--- config.mk ---
export PLATFORM = sky130hd
export DESIGN_NAME = multitap_keypad_encoder
export DESIGN_NICKNAME = d
export VERILOG_FILES = /design/src/rtl/multitap_keypad_encoder.sv
export SDC_FILE = /design/constraint.sdc
export NUM_CORES = 1
export LEC_CHECK = 0
export ABC_AREA = 1
export BUFFER_PORTS_ARGS = -buffer_cell sky130_fd_sc_hd__buf_2
export CAP_MARGIN = 5
export CORE_MARGIN = 2
export CORE_UTILIZATION = 41
export DETAILED_ROUTE_END_ITERATION = 10
export PLACE_DENSITY_LB_ADDON = 0.3
export SYNTH_ARGS = -nofsm -noshare
export SYNTH_HDL_FRONTEND = slang
export SYNTH_SLANG_ARGS = --single-unit
--- constraint.sdc ---
create_clock -name clk -period 2.25 [get_ports clk]
set_input_delay 0.1125 -clock clk [delete_from_list [all_inputs] [get_ports clk]]
set_output_delay 0.1125 -clock clk [all_outputs]
set_load 0.03 [all_outputs]
--- src/rtl/multitap_keypad_encoder.sv ---
`default_nettype none
// ============================================================================
// Module      : multitap_keypad_encoder
// Description : Scans an R x C matrix keypad, debounces presses/releases and
//               turns repeated taps of one key into a cycling phone-style
//               letter. Emits committed ASCII letters plus word-submit, clear
//               and key-error pulses.
// Revision    : 1.0 - initial release
// ============================================================================
module multitap_keypad_encoder #(
   parameter int NUM_ROWS        = 4,
   parameter int NUM_COLS        = 4,
   parameter int SCAN_CYCLES     = 2,
   parameter int DEBOUNCE_CYCLES = 4,
   parameter int TAP_TIMEOUT     = 50,
   parameter int TIMEOUT_COMMIT  = 1,
   parameter int SUBMIT_KEY      = 8,
   parameter int CLEAR_KEY       = 9
) (
   input  logic                clk,
   input  logic                rst,
   input  logic [NUM_ROWS-1:0] row,
   output logic [NUM_COLS-1:0] col,
   output logic                pending,
   output logic [7:0]          pending_char,
   output logic [7:0]          letter,
   output logic                letter_valid,
   output logic                word_submit,
   output logic                clear,
   output logic                key_error
);

   localparam int NUM_KEYS = NUM_ROWS * NUM_COLS;
   localparam int KEY_W    = $clog2(NUM_KEYS);
   localparam int COL_W    = (NUM_COLS > 1) ? $clog2(NUM_COLS) : 1;
   localparam int ROW_W    = (NUM_ROWS > 1) ? $clog2(NUM_ROWS) : 1;
   localparam int SCAN_W   = $clog2(SCAN_CYCLES + 1);
   localparam int DEB_W    = $clog2(DEBOUNCE_CYCLES + 1);
   localparam int TO_W     = $clog2(TAP_TIMEOUT + 1);

   localparam logic [1:0] S_SCAN        = 2'd0;
   localparam logic [1:0] S_DEB_PRESS   = 2'd1;
   localparam logic [1:0] S_HELD        = 2'd2;
   localparam logic [1:0] S_DEB_RELEASE = 2'd3;

   localparam logic [0:0] T_IDLE    = 1'b0;
   localparam logic [0:0] T_PENDING = 1'b1;

   // First letter of each tap group (ABC, DEF, ... WXYZ)
   function automatic logic [7:0] group_base(input logic [2:0] g);
      logic [7:0] b;
      b = 8'h41;
      case (g)
         3'd0: b = 8'h41;
         3'd1: b = 8'h44;
         3'd2: b = 8'h47;
         3'd3: b = 8'h4A;
         3'd4: b = 8'h4D;
         3'd5: b = 8'h50;
         3'd6: b = 8'h54;
         3'd7: b = 8'h57;
         default: b = 8'h41;
      endcase
      return b;
   endfunction

   // Highest tap index before wrapping: PQRS and WXYZ have four letters
   function automatic logic [1:0] group_last(input logic [2:0] g);
      return ((g == 3'd5) || (g == 3'd7)) ? 2'd3 : 2'd2;
   endfunction

   logic [1:0]          scan_state_q, scan_state_d;
   logic [COL_W-1:0]    col_idx_q, col_idx_d;
   logic [SCAN_W-1:0]   scan_cnt_q, scan_cnt_d;
   logic [NUM_ROWS-1:0] row_lat_q, row_lat_d;
   logic [DEB_W-1:0]    deb_cnt_q, deb_cnt_d;
   logic [0:0]          tap_state_q, tap_state_d;
   logic [2:0]          pend_key_q, pend_key_d;
   logic [1:0]          tap_cnt_q, tap_cnt_d;
   logic [TO_W-1:0]     to_cnt_q, to_cnt_d;
   logic [7:0]          letter_q, letter_d;
   logic                letter_valid_q, letter_valid_d;
   logic                word_submit_q, word_submit_d;
   logic                clear_q, clear_d;
   logic                key_error_q, key_error_d;

   logic                accept;
   logic [ROW_W-1:0]    row_idx;
   logic [KEY_W-1:0]    acc_key;
   logic                is_letter, is_submit, is_clear;
   logic [7:0]          cur_char;

   // State register for both the scan and the tap machines
   always_ff @(posedge clk or posedge rst) begin
      if (rst) begin
         scan_state_q   <= S_SCAN;
         col_idx_q      <= '0;
         scan_cnt_q     <= '0;
         row_lat_q      <= '0;
         deb_cnt_q      <= '0;
         tap_state_q    <= T_IDLE;
         pend_key_q     <= '0;
         tap_cnt_q      <= '0;
         to_cnt_q       <= '0;
         letter_q       <= '0;
         letter_valid_q <= 1'b0;
         word_submit_q  <= 1'b0;
         clear_q        <= 1'b0;
         key_error_q    <= 1'b0;
      end else begin
         scan_state_q   <= scan_state_d;
         col_idx_q      <= col_idx_d;
         scan_cnt_q     <= scan_cnt_d;
         row_lat_q      <= row_lat_d;
         deb_cnt_q      <= deb_cnt_d;
         tap_state_q    <= tap_state_d;
         pend_key_q     <= pend_key_d;
         tap_cnt_q      <= tap_cnt_d;
         to_cnt_q       <= to_cnt_d;
         letter_q       <= letter_d;
         letter_valid_q <= letter_valid_d;
         word_submit_q  <= word_submit_d;
         clear_q        <= clear_d;
         key_error_q    <= key_error_d;
      end
   end

   // Decode the latched row pattern (lowest row wins) into a key index
   always_comb begin
      row_idx = '0;
      for (int i = NUM_ROWS - 1; i >= 0; i--) begin
         if (row_lat_q[i]) row_idx = ROW_W'(i);
      end
      acc_key   = KEY_W'(int'(row_idx) * NUM_COLS + int'(col_idx_q));
      is_letter = (acc_key < KEY_W'(8));
      is_submit = (acc_key == KEY_W'(SUBMIT_KEY));
      is_clear  = (acc_key == KEY_W'(CLEAR_KEY));
      cur_char  = group_base(pend_key_q) + {6'd0, tap_cnt_q};
   end

   // Scan/debounce next state; accept fires once per debounced press
   always_comb begin
      scan_state_d = scan_state_q;
      col_idx_d    = col_idx_q;
      scan_cnt_d   = scan_cnt_q;
      row_lat_d    = row_lat_q;
      deb_cnt_d    = deb_cnt_q;
      accept       = 1'b0;
      case (scan_state_q)
         S_SCAN: begin
            if (row != '0) begin
               // Column freezes so the latched key index stays valid
               row_lat_d    = row;
               scan_cnt_d   = '0;
               deb_cnt_d    = '0;
               scan_state_d = S_DEB_PRESS;
            end else if (scan_cnt_q == SCAN_W'(SCAN_CYCLES - 1)) begin
               scan_cnt_d = '0;
               col_idx_d  = (col_idx_q == COL_W'(NUM_COLS - 1)) ? '0 : col_idx_q + 1'b1;
            end else begin
               scan_cnt_d = scan_cnt_q + 1'b1;
            end
         end
         S_DEB_PRESS: begin
            if (row == row_lat_q) begin
               if (deb_cnt_q == DEB_W'(DEBOUNCE_CYCLES - 1)) begin
                  accept       = 1'b1;
                  deb_cnt_d    = '0;
                  scan_state_d = S_HELD;
               end else begin
                  deb_cnt_d = deb_cnt_q + 1'b1;
               end
            end else begin
               deb_cnt_d    = '0;
               scan_state_d = S_SCAN;
            end
         end
         S_HELD: begin
            if (row == '0) begin
               deb_cnt_d    = '0;
               scan_state_d = S_DEB_RELEASE;
            end
         end
         S_DEB_RELEASE: begin
            if (row == '0) begin
               if (deb_cnt_q == DEB_W'(DEBOUNCE_CYCLES - 1)) begin
                  deb_cnt_d    = '0;
                  scan_state_d = S_SCAN;
               end else begin
                  deb_cnt_d = deb_cnt_q + 1'b1;
               end
            end else begin
               deb_cnt_d    = '0;
               scan_state_d = S_HELD;
            end
         end
         default: scan_state_d = S_SCAN;
      endcase
   end

   // Tap machine next state: accepts take priority over the timeout
   always_comb begin
      tap_state_d    = tap_state_q;
      pend_key_d     = pend_key_q;
      tap_cnt_d      = tap_cnt_q;
      to_cnt_d       = to_cnt_q;
      letter_d       = letter_q;
      letter_valid_d = 1'b0;
      word_submit_d  = 1'b0;
      clear_d        = 1'b0;
      key_error_d    = 1'b0;
      if (accept) begin
         if (is_letter) begin
            if ((tap_state_q == T_PENDING) && (acc_key[2:0] == pend_key_q)) begin
               tap_cnt_d = (tap_cnt_q == group_last(pend_key_q)) ? 2'd0 : tap_cnt_q + 2'd1;
               to_cnt_d  = '0;
            end else begin
               // A different letter key commits the old letter first
               if (tap_state_q == T_PENDING) begin
                  letter_d       = cur_char;
                  letter_valid_d = 1'b1;
               end
               tap_state_d = T_PENDING;
               pend_key_d  = acc_key[2:0];
               tap_cnt_d   = 2'd0;
               to_cnt_d    = '0;
            end
         end else if (is_submit) begin
            if (tap_state_q == T_PENDING) begin
               letter_d       = cur_char;
               letter_valid_d = 1'b1;
               tap_state_d    = T_IDLE;
               tap_cnt_d      = 2'd0;
               to_cnt_d       = '0;
            end else begin
               word_submit_d = 1'b1;
            end
         end else if (is_clear) begin
            clear_d     = 1'b1;
            tap_state_d = T_IDLE;
            tap_cnt_d   = 2'd0;
            to_cnt_d    = '0;
         end else begin
            key_error_d = 1'b1;
         end
      end else if (tap_state_q == T_PENDING) begin
         if (to_cnt_q == TO_W'(TAP_TIMEOUT - 1)) begin
            if (TIMEOUT_COMMIT != 0) begin
               letter_d       = cur_char;
               letter_valid_d = 1'b1;
            end
            tap_state_d = T_IDLE;
            tap_cnt_d   = 2'd0;
            to_cnt_d    = '0;
         end else begin
            to_cnt_d = to_cnt_q + 1'b1;
         end
      end
   end

   // Outputs come straight from registered state
   always_comb begin
      col          = NUM_COLS'(1) << col_idx_q;
      pending      = (tap_state_q == T_PENDING);
      pending_char = pending ? cur_char : 8'h00;
      letter       = letter_q;
      letter_valid = letter_valid_q;
      word_submit  = word_submit_q;
      clear        = clear_q;
      key_error    = key_error_q;
   end

endmodule
`default_nettype wire

==> results of run 1 <==
[power by group through the flow]
stage / sequential (mW) / clock, mW / combinational, mW
6_report: 0.780 / 0.572 / 0.482
5_1_grt: 0.791 / 0.617 / 0.553
4_1_cts: 0.779 / 0.587 / 0.486
3_5_place_dp: 0.792 / 0 / 0.481
3_3_place_gp: 0.791 / 0 / 0.472
2_1_floorplan: 0.778 / 0 / 0.403
[per-stage QoR]
step	setup TNS, ps	worst slack, ps
after detailed placement	0	102
final	-91.6	-56.8
after CTS	-66.2	-34.7
after floorplan	0	60.8
after global routing	-469	-174
after global placement	0	133
[repair_timing]
| action | 4_1_cts | 5_1_grt |
|---|---|---|
| gates resized for setup | 18 | 8 |
| endpoints found under the hold margin | 36 | 0 |
| setup buffers | 7 | 1 |
| setup endpoints to repair | 4 | 5 |
| pin swaps | 4 | 4 |
| hold buffers | 1 | 0 |
[logic make-up (layout without fill, tap and decap cells)]
family | after synthesis | after routing | synth area share [%]
flip-flops | 36 | 36 | 42.3
buffers and inverters | 48 | 91 | 9.22
XOR/XNOR | 7 | 7 | 2.88
adder cells (fa/ha/maj) | 14 | 14 | 8.57
other | 1 | 3 | 0.176
AND/OR/NAND/NOR | 128 | 128 | 27.4
AO/OA/AOI/OAI | 36 | 36 | 9.51
[worst max-delay path by stage]
stage | start | end | slack [ps]
2_1_floorplan | pend_key_q[0]$_DFFE_PP0P_ | pending_char[2] | 60
3_3_place_gp | pend_key_q[0]$_DFFE_PP0P_ | pending_char[2] | 130
3_5_place_dp | pend_key_q[0]$_DFFE_PP0P_ | pending_char[2] | 100
4_1_cts | pend_key_q[0]$_DFFE_PP0P_ | pending_char[3] | -30
5_1_grt | pend_key_q[1]$_DFFE_PP0P_ | pending_char[2] | -170
6_report | pend_key_q[0]$_DFFE_PP0P_ | pending_char[3] | -60
[final cells by class]
class / instances / area (um2)
Clock buffer: 5 / 68.8
Clock inverter: 3 / 42.5
Fill cell: 503 / 2460
Inverter: 44 / 166
Multi-Input combinational cell: 188 / 1100
Sequential cell: 36 / 901
Tap cell: 70 / 87.6
Timing Repair Buffer: 39 / 249
[layout by cell type (no fill, tap or decap), types with 2 or more instances in the layout]
master,n
a21oi_1,6
buf_2,23
buf_4,12
buf_6,3
clkbuf_8,5
clkinv_2,2
conb_1,3
dfrtp_1,36
ha_1,10
ha_2,2
inv_1,30
inv_2,13
nand2_1,71
nand3_1,15
nand3_2,3
nand3b_1,2
nand4_1,4
nor2_1,20
nor2_2,6
nor3_1,3
o21ai_0,10
o21ai_1,13
o21ai_2,2
xor2_1,4
[per-layer routing]
| metal | vias up | share of wire, % | wire [um] | global-route usage [%] |
|---|---|---|---|---|
| li1 | 930 | - | - | - |
| met1 | 843 | 47 | 2060 | 21.3 |
| met2 | 36 | 48 | 2100 | 25.8 |
| met3 | 6 | 3.3 | 143 | 3.55 |
| met4 | 0 | 1.6 | 70 | 3.82 |
| met5 | - | 0 | 0 | 0 |
[state kept, by name, indices dropped and copies added, names as in the netlist]
| name | cells |
|---|---|
| clear | 1 |
| col_idx_q | 2 |
| deb_cnt_q | 3 |
| key_error | 1 |
| letter | 7 |
| letter_valid | 1 |
| pend_key_q | 3 |
| pending | 1 |
| row_lat_q | 4 |
| scan_cnt_q | 2 |
| scan_state_q | 2 |
| tap_cnt_q | 2 |
| to_cnt_q | 6 |
| word_submit | 1 |
[critical path, stage by stage (launching register included)]
cell and delay, ps:
dfrtp_1 400, buf_4 160, ha_2 190, nand2_1 60
o21ai_1 80, ha_1 280, nand2_1 70, inv_1 40
o21ai_2 140, xnor2_2 140, inv_1 70, nor2_2 120
buf_6 150
==> key figures, run 1 <==
Run status
  – Outcome: complete, but fails checks
  – Failing checks: setup timing

Pwr
  – Worst VDD drop: 0.000417 V
  – Seq pwr share: 42.5%
  – Pwr dens: 702 mW/mm2
  – Fraction of power consumed by the clock network: 31.2%
  – Net Sw Power: 651 uW
  – Internal Power: 1.18 mW
  – Total power: 1.83 mW
  – Sw frac: 35.5%
  – Gate power share: 26.3%
  – LEAKAGE: 1.36 nW

Place
  – Global placement routability congestion: 0.789
  – DP Cell Count: 369
  – Hpwl dp: 3040 um
  – Placed inst area: 0.00237 mm2
  – IO buf count: 27

Logic synthesis
  – Post-synth top area cell: dfrtp_1
  – Syn Inst Count: 270
  – Seq/Total Area, Yosys: 42.3%
  – Count leader, synth: nand2_1
  – Seq cells post-synth: 36
  – Mapped Area: 0.00213 mm2
  – Top cells by area, synth: dfrtp_1 42%, nand2_1 13%, ha_1 7.6%
  – Synth cell types: 30
  – Async S/R FF share, synth: 100%
  – Post-synth top cells: 71 x nand2_1, 36 x dfrtp_1, 35 x inv_1
  – Post-synth EDFFs: 0
  – Area share of the largest cell type after synthesis: 42.3%
  – Avg Inst Size Synth: 7.89 um2
  – Ys Warns: 0
  – Top FF cell, synth: dfrtp_1

Global route
  – First-pass GRT wire length: 7430 um
  – GRT overflow: 0
  – Initial antenna violation count: 0
  – Number of global-route vias before repair: 1653
  – Total GRT Usage: 15.7%
  – Pin count of the biggest net entering global routing: 37

Final layout
  – Final-stage net count: 334
  – Area grow syn2layout: 22.5%
  – Antenna cells: 0
  – Non-filler cells, final: 385
  – Layout cells sized above 1: 26.7%
  – Post-route cell area: 0.00261 mm2
  – Fin util: 51.5%

Die
  – Core footprint: 0.00507 mm2
  – Die Y: 76.1 um
  – Row count: 26
  – Die ar.: 0.00579 mm2
  – Initial Util: 42.0%
  – Num ports: 31
  – DIE WIDTH: 76.1 um

STA
  – Setup WS post-layout: -56.8 ps
  – Slew Viols, Final: 0
  – RSZ-0062 raised after global routing: true
  – Post-layout min period: 2310 ps
  – Worst Skew: 7.36 ps
  – Hold_ws: 134 ps
  – # setup viols final: 3
  – Highest clock rate: 0.434 GHz
  – Period utilisation layout: 103%
  – Final hold violation count: 0

Clock network
  – Latest clock arrival within the worst-skew pair: 290 ps
  – CTS tree: built
  – CTS root buf: clkbuf_8
  – Clock slew at reported path FFs: 80 ps
  – Clock Path Buffers: 2
  – # H-tree levels: 2
  – CTS Sinks: 36
  – Cts bufs inserted: 5

Detailed routing
  – Antenna Nets Post-Route: 0
  – Initial DRC count: 90
  – Via density: 4.71
  – Routed len/inst: 11.4 um
  – DRC Markers: 0
  – DRT Wirelength: 4380 um
  – Pre-Repair DR Iteration Count: 4
  – Routed vias: 1815

Worst setup path
  – Worst R2R End: letter[2]$_DFFE_PP0P_
  – Worst reg2reg path startpoint: pend_key_q[1]$_DFFE_PP0P_
  – Reg2Reg Depth: 13
  – Reg2reg setup slack: 130 ps
  – Setup CP Type: reg2out
  – CP Capture Type: output pin
  – Critical path required time: 2140 ps
  – Crit-path max FO: 5
  – Arr. time, crit path: 2190 ps
  – CP Launch Type: flop

Hold path
  – Worst hold start: row[1]
  – Hold depth: 3
  – Worst Hold Path EP: row_lat_q[1]$_DFFE_PP0P_
  – Worst hold path type: in2reg

Run
  – Max Cap Viol: 0
Power figures use the tool's default switching activity.
==> run 2, diff against run 1 <==
--- a/config.mk
+++ b/config.mk
@@ -8,6 +8,8 @@
 export ABC_AREA = 1
 export BUFFER_PORTS_ARGS = -buffer_cell sky130_fd_sc_hd__buf_2
 export CAP_MARGIN = 5
+export CELL_PAD_IN_SITES_DETAIL_PLACEMENT = 0
+export CELL_PAD_IN_SITES_GLOBAL_PLACEMENT = 1
 export CORE_MARGIN = 2
 export CORE_UTILIZATION = 41
 export DETAILED_ROUTE_END_ITERATION = 10
==> key figures, run 2 (synthesized netlist as in run 1, its figures left out) <==
Hold path
  – Hold depth: 3
  – Worst Hold Path EP: row_lat_q[3]$_DFFE_PP0P_
  – Worst hold start: row[3]
  – Worst hold path type: in2reg

STA
  – Worst Skew: 6.73 ps
  – Total Negative Setup Slacks: -93.5 ps
  – Period utilisation layout: 102%
  – RSZ-0062 raised after global routing: true
  – Post-layout min period: 2300 ps
  – Highest clock rate: 0.434 GHz
  – Slew Viols, Final: 0
  – Setup WS post-layout: -52.1 ps
  – Final hold violation count: 0
  – # setup viols final: 3

Die
  – Die ar.: 0.00579 mm2
  – Die Y: 76.1 um
  – Initial Util: 42.0%
  – Row count: 26
  – Core footprint: 0.00507 mm2
  – Num ports: 31
  – DIE WIDTH: 76.1 um

Worst setup path
  – CP Launch Type: flop
  – Worst reg2reg path startpoint: pend_key_q[0]$_DFFE_PP0P_
  – Worst R2R End: letter[3]$_DFFE_PP0P_
  – Reg2Reg Depth: 14
  – CP Capture Type: output pin
  – Crit-path max FO: 2
  – Reg2reg setup slack: 120 ps
  – Arr. time, crit path: 2190 ps
  – Critical path required time: 2140 ps
  – Setup CP Type: reg2out

Detailed routing
  – Pre-Repair DR Iteration Count: 4
  – Initial DRC count: 58
  – Antenna Nets Post-Route: 0
  – Routed len/inst: 11.3 um
  – DRT Wirelength: 4390 um
  – DRC Markers: 0
  – Via density: 4.63
  – Routed vias: 1791

Global route
  – GRT overflow: 0
  – Initial antenna violation count: 0
  – First-pass GRT wire length: 7730 um
  – Number of global-route vias before repair: 1713
  – Pin count of the biggest net entering global routing: 37
  – Total GRT Usage: 16.3%

Final layout
  – Commonest cells after routing, fill and taps aside: 71 x nand2_1, 36 x dfrtp_1, 30 x inv_1
  – Most common cell after layout, fill and taps aside: nand2_1
  – Area taken by flip-flops and latches: 901 um2
  – Number of flip-flops in the largest register: 7
  – Final-stage net count: 336
  – Fillers: 532
  – Fin util: 51.4%
  – Layout cells sized above 1: 26.5%
  – Area grow syn2layout: 22.4%
  – Multi-input gate area: 0.00108 mm2
  – Antenna cells: 0
  – Post-route cell area: 0.00261 mm2

Clock network
  – CTS Sinks: 36
  – Clock Path Buffers: 2
  – Clock slew at reported path FFs: 70 ps
  – # H-tree levels: 2
  – CTS root buf: clkbuf_8
  – Cts bufs inserted: 5
  – CTS tree: built
  – Latest clock arrival within the worst-skew pair: 290 ps

Run
  – Max Cap Viol: 0

Place
  – Placed inst area: 0.00237 mm2
  – Place WS: 72.3 ps
  – IO buf count: 27
  – Global placement routability congestion: 0.775
  – Hpwl dp: 3150 um

Pwr
  – LEAKAGE: 1.37 nW
  – Pwr dens: 704 mW/mm2
  – Total power: 1.84 mW
  – Worst VDD drop: 0.000391 V

Run status
  – Failing checks: setup timing
  – Outcome: complete, but fails checks
[run 2: through the flow]
stage          hold slack [ps]  instances
2_1_floorplan              267        272
3_3_place_gp               242        369
3_5_place_dp               247        369
4_1_cts                    128        385
5_1_grt                    138        387
6_report                   136        387
[run 2: critical path, cell delays in order (launching register included)]
cell and delay (ps):
dfrtp_1 390, inv_2 80, ha_4 200, o21ai_2 130, ha_2 200, inv_2 40, fa_2 320, inv_2 70
xor2_1 160, inv_1 70, nor2_2 90, buf_6 140
[run 2: area by class of cell]
cell class | instances | area share [%]
Inverter | 44 | 6.38
Clock inverter | 3 | 1.63
Clock buffer | 5 | 2.64
Multi-Input combinational cell | 188 | 41.6
Tap cell | 70 | 3.36
Sequential cell | 36 | 34.5
Timing Repair Buffer | 41 | 9.88
[run 2: worst max path at each step]
stage	from	to	slack [ps]	cells past startpoint
after detailed placement	pend_key_q[1]$_DFFE_PP0P_	pending_char[2]	70	11
after floorplan	pend_key_q[0]$_DFFE_PP0P_	pending_char[2]	60	10
after CTS	pend_key_q[1]$_DFFE_PP0P_	pending_char[2]	-60	11
after global routing	pend_key_q[2]$_DFFE_PP0P_	pending_char[2]	-200	11
after global placement	pend_key_q[0]$_DFFE_PP0P_	pending_char[2]	130	11
final	pend_key_q[1]$_DFFE_PP0P_	pending_char[2]	-50	11
[run 2: what timing repair did]
action                                  4_1_cts  5_1_grt
resized for setup                            19        2
pin swaps                                     5        2
buffers inserted                              7        2
hold endpoints to repair                     36        0
cloned                                        0        0
hold buffers                                  1        0
endpoints found under the setup margin        4        5
[run 2: routing by layer]
layer  share of wire, %  global-route usage (%)
met1                 48                    20.8
met2                 48                    27.5
met3                2.7                    3.79
met4               0.93                    4.91
met5                  0                       0
[run 2: report_power, final]
| group | internal, mW | switching [mW] |
|---|---|---|
| clock | 0.328 | 0.243 |
| sequential | 0.711 | 0.0693 |
| combinational | 0.145 | 0.341 |
| total | 1.18 | 0.653 |
==> run 3, diff against run 2 <==
--- a/config.mk
+++ b/config.mk
@@ -11,8 +11,9 @@
 export CELL_PAD_IN_SITES_DETAIL_PLACEMENT = 0
 export CELL_PAD_IN_SITES_GLOBAL_PLACEMENT = 1
 export CORE_MARGIN = 2
-export CORE_UTILIZATION = 41
+export CORE_UTILIZATION = 40
 export DETAILED_ROUTE_END_ITERATION = 10
+export GPL_ROUTABILITY_DRIVEN = 1
 export PLACE_DENSITY_LB_ADDON = 0.3
 export SYNTH_ARGS = -nofsm -noshare
 export SYNTH_HDL_FRONTEND = slang
==> key figures, run 3 (synthesized netlist as in run 1, its figures left out) <==
Worst setup path
  – Slowest stage cell, crit path: dfrtp_1
  – Critical Path Max Stage Delay: 390 ps
  – Critical path origin: pend_key_q[1]$_DFFE_PP0P_
  – Crit path cell chain: inv_2, ha_4, o21ai_2, ha_2, inv_2, fa_2, inv_2, a31o_2, inv_1, nor2_2, buf_6
  – Crit-path max FO: 2
  – Critical path required time: 2140 ps
  – Worst reg2reg path startpoint: pend_key_q[0]$_DFFE_PP0P_
  – CP Launch Type: flop
  – Cell family with most CP delay: adder cells
  – CP bufs+invs: 5
  – CP most frequent cell: inv_2
  – Setup CP Type: reg2out
  – CP Capture Type: output pin
  – Arr. time, crit path: 2180 ps

Die
  – Initial Util: 41.5%
  – Die Y: 77.0 um
  – Num ports: 31
  – Core footprint: 0.00514 mm2
  – DIE WIDTH: 77.0 um
  – Die ar.: 0.00593 mm2
  – Row count: 26

Detailed routing
  – Initial DRC count: 82
  – Antenna Nets Post-Route: 0
  – DRT Wirelength: 4400 um
  – DRC Markers: 0
  – Via density: 4.67
  – Routed len/inst: 11.3 um
  – Pre-Repair DR Iteration Count: 4
  – Routed vias: 1815

Clock network
  – CTS Sinks: 36
  – Cts bufs inserted: 5
  – Clock Path Buffers: 2
  – Clock slew at reported path FFs: 70 ps
  – Latest clock arrival within the worst-skew pair: 290 ps
  – # H-tree levels: 2
  – CTS root buf: clkbuf_8
  – CTS tree: built

Run status
  – Outcome: complete, but fails checks
  – Failing checks: setup timing

Global route
  – Initial antenna violation count: 0
  – GRT overflow: 0
  – Total GRT Usage: 16.4%
  – Pin count of the biggest net entering global routing: 37
  – Number of global-route vias before repair: 1768
  – First-pass GRT wire length: 7840 um

Place
  – IO buf count: 27
  – Place WS: 55.9 ps
  – Global placement routability congestion: 0.790
  – Hpwl dp: 3190 um

STA
  – Period utilisation layout: 102%
  – # setup viols final: 3
  – Worst Skew: 4.93 ps
  – Total Negative Setup Slacks: -86.5 ps
  – Slew Viols, Final: 0
  – Highest clock rate: 0.436 GHz
  – RSZ-0062 raised after global routing: true
  – Final hold violation count: 0
  – Post-layout min period: 2290 ps
  – Setup WS post-layout: -43.4 ps

Final layout
  – Fillers: 526
  – Layout cells sized above 1: 27.0%
  – Final-stage net count: 338
  – Number of flip-flops in the largest register: 7
  – Antenna cells: 0
  – Most common cell after layout, fill and taps aside: nand2_1
  – Commonest cells after routing, fill and taps aside: 71 x nand2_1, 36 x dfrtp_1, 31 x inv_1
  – Area grow syn2layout: 22.5%

Pwr
  – Pwr dens: 658 mW/mm2
  – Seq pwr share: 45.4%
  – Fraction of power consumed by the clock network: 26.4%
  – Gate power share: 28.2%
  – LEAKAGE: 1.38 nW
  – Sw frac: 37.6%
  – Total power: 1.72 mW
  – Net Sw Power: 646 uW
  – Internal Power: 1.07 mW
  – Worst VDD drop: 0.000439 V

Hold path
  – Worst hold path type: in2reg
  – Worst hold start: row[3]

Run
  – Max Cap Viol: 0
-- run 3: worst register-to-register path, delay by kind of cell, from the launching register on --
kind / cells / cell delay (ps)
buffers and inverters: 6 / 690
adders and majority gates: 2 / 470
DFF: 1 / 390
and+or+nand+nor: 4 / 260
AOI/OAI and AO/OA: 2 / 230
xor gates and xnor gates: 1 / 100
-- run 3: metal layers --
layer | share of wire [%] | wire, um | track usage (%) | up-vias
met5 | 0 | 0 | 0 | -
met4 | 1.4 | 63 | 5.36 | 0
met3 | 2.8 | 122 | 3.88 | 6
met2 | 49 | 2150 | 27.8 | 23
met1 | 47 | 2070 | 20.6 | 846
li1 | - | - | - | 940
-- run 3: final timing paths --
kind                                                 end  slack [ps]  cells past startpoint
worst min-delay path            row_lat_q[3]$_DFFE_PP0P_         130                      3
min in group asynchronous       col_idx_q[0]$_DFFE_PP0P_         460                      4
worst max-delay path                     pending_char[4]         -40                     11
worst max register to register     letter[3]$_DFFE_PP0P_          20                     15
max in group asynchronous       deb_cnt_q[2]$_DFFE_PP0P_        1460                      4
worst min register to register     letter[6]$_DFFE_PP0P_         470                      2
-- run 3: power groups by stage --
stage / Sequential (mW) / Clock (mW) / Combinational (mW)
finish: 0.780 / 0.453 / 0.484
global route: 0.792 / 0.500 / 0.561
CTS: 0.781 / 0.478 / 0.490
detailed placement: 0.793 / 0 / 0.483
global placement: 0.791 / 0 / 0.482
floorplan: 0.778 / 0 / 0.403
-- run 3: timing repair --
item,in CTS,in global routing
setup buffers,9,2
cloned,0,0
hold endpoints to repair,36,0
gates resized for setup,18,5
hold buffers,1,0
pin swaps,5,3
endpoints found under the setup margin,4,5
-- run 3: layout make-up --
type | count | area [um2] | area share [%]
clock buffer | 5 | 68.8 | 2.64
clock inverter | 3 | 18.8 | 0.719
inverter | 44 | 166 | 6.37
multi-input combinational | 188 | 1090 | 41.9
sequential | 36 | 901 | 34.5
tap | 70 | 87.6 | 3.35
timing repair buffer | 43 | 275 | 10.5
-- run 3: through the flow --
stage,instance area (um2),cells,hold slack [ps],utilization (%)
after floorplan,2140,272,267,-
after global placement,2370,370,246,46.2
final,2610,389,130,50.8
after global routing,2610,389,146,50.8
after detailed placement,2370,370,251,46.2
after CTS,2580,388,126,50.2
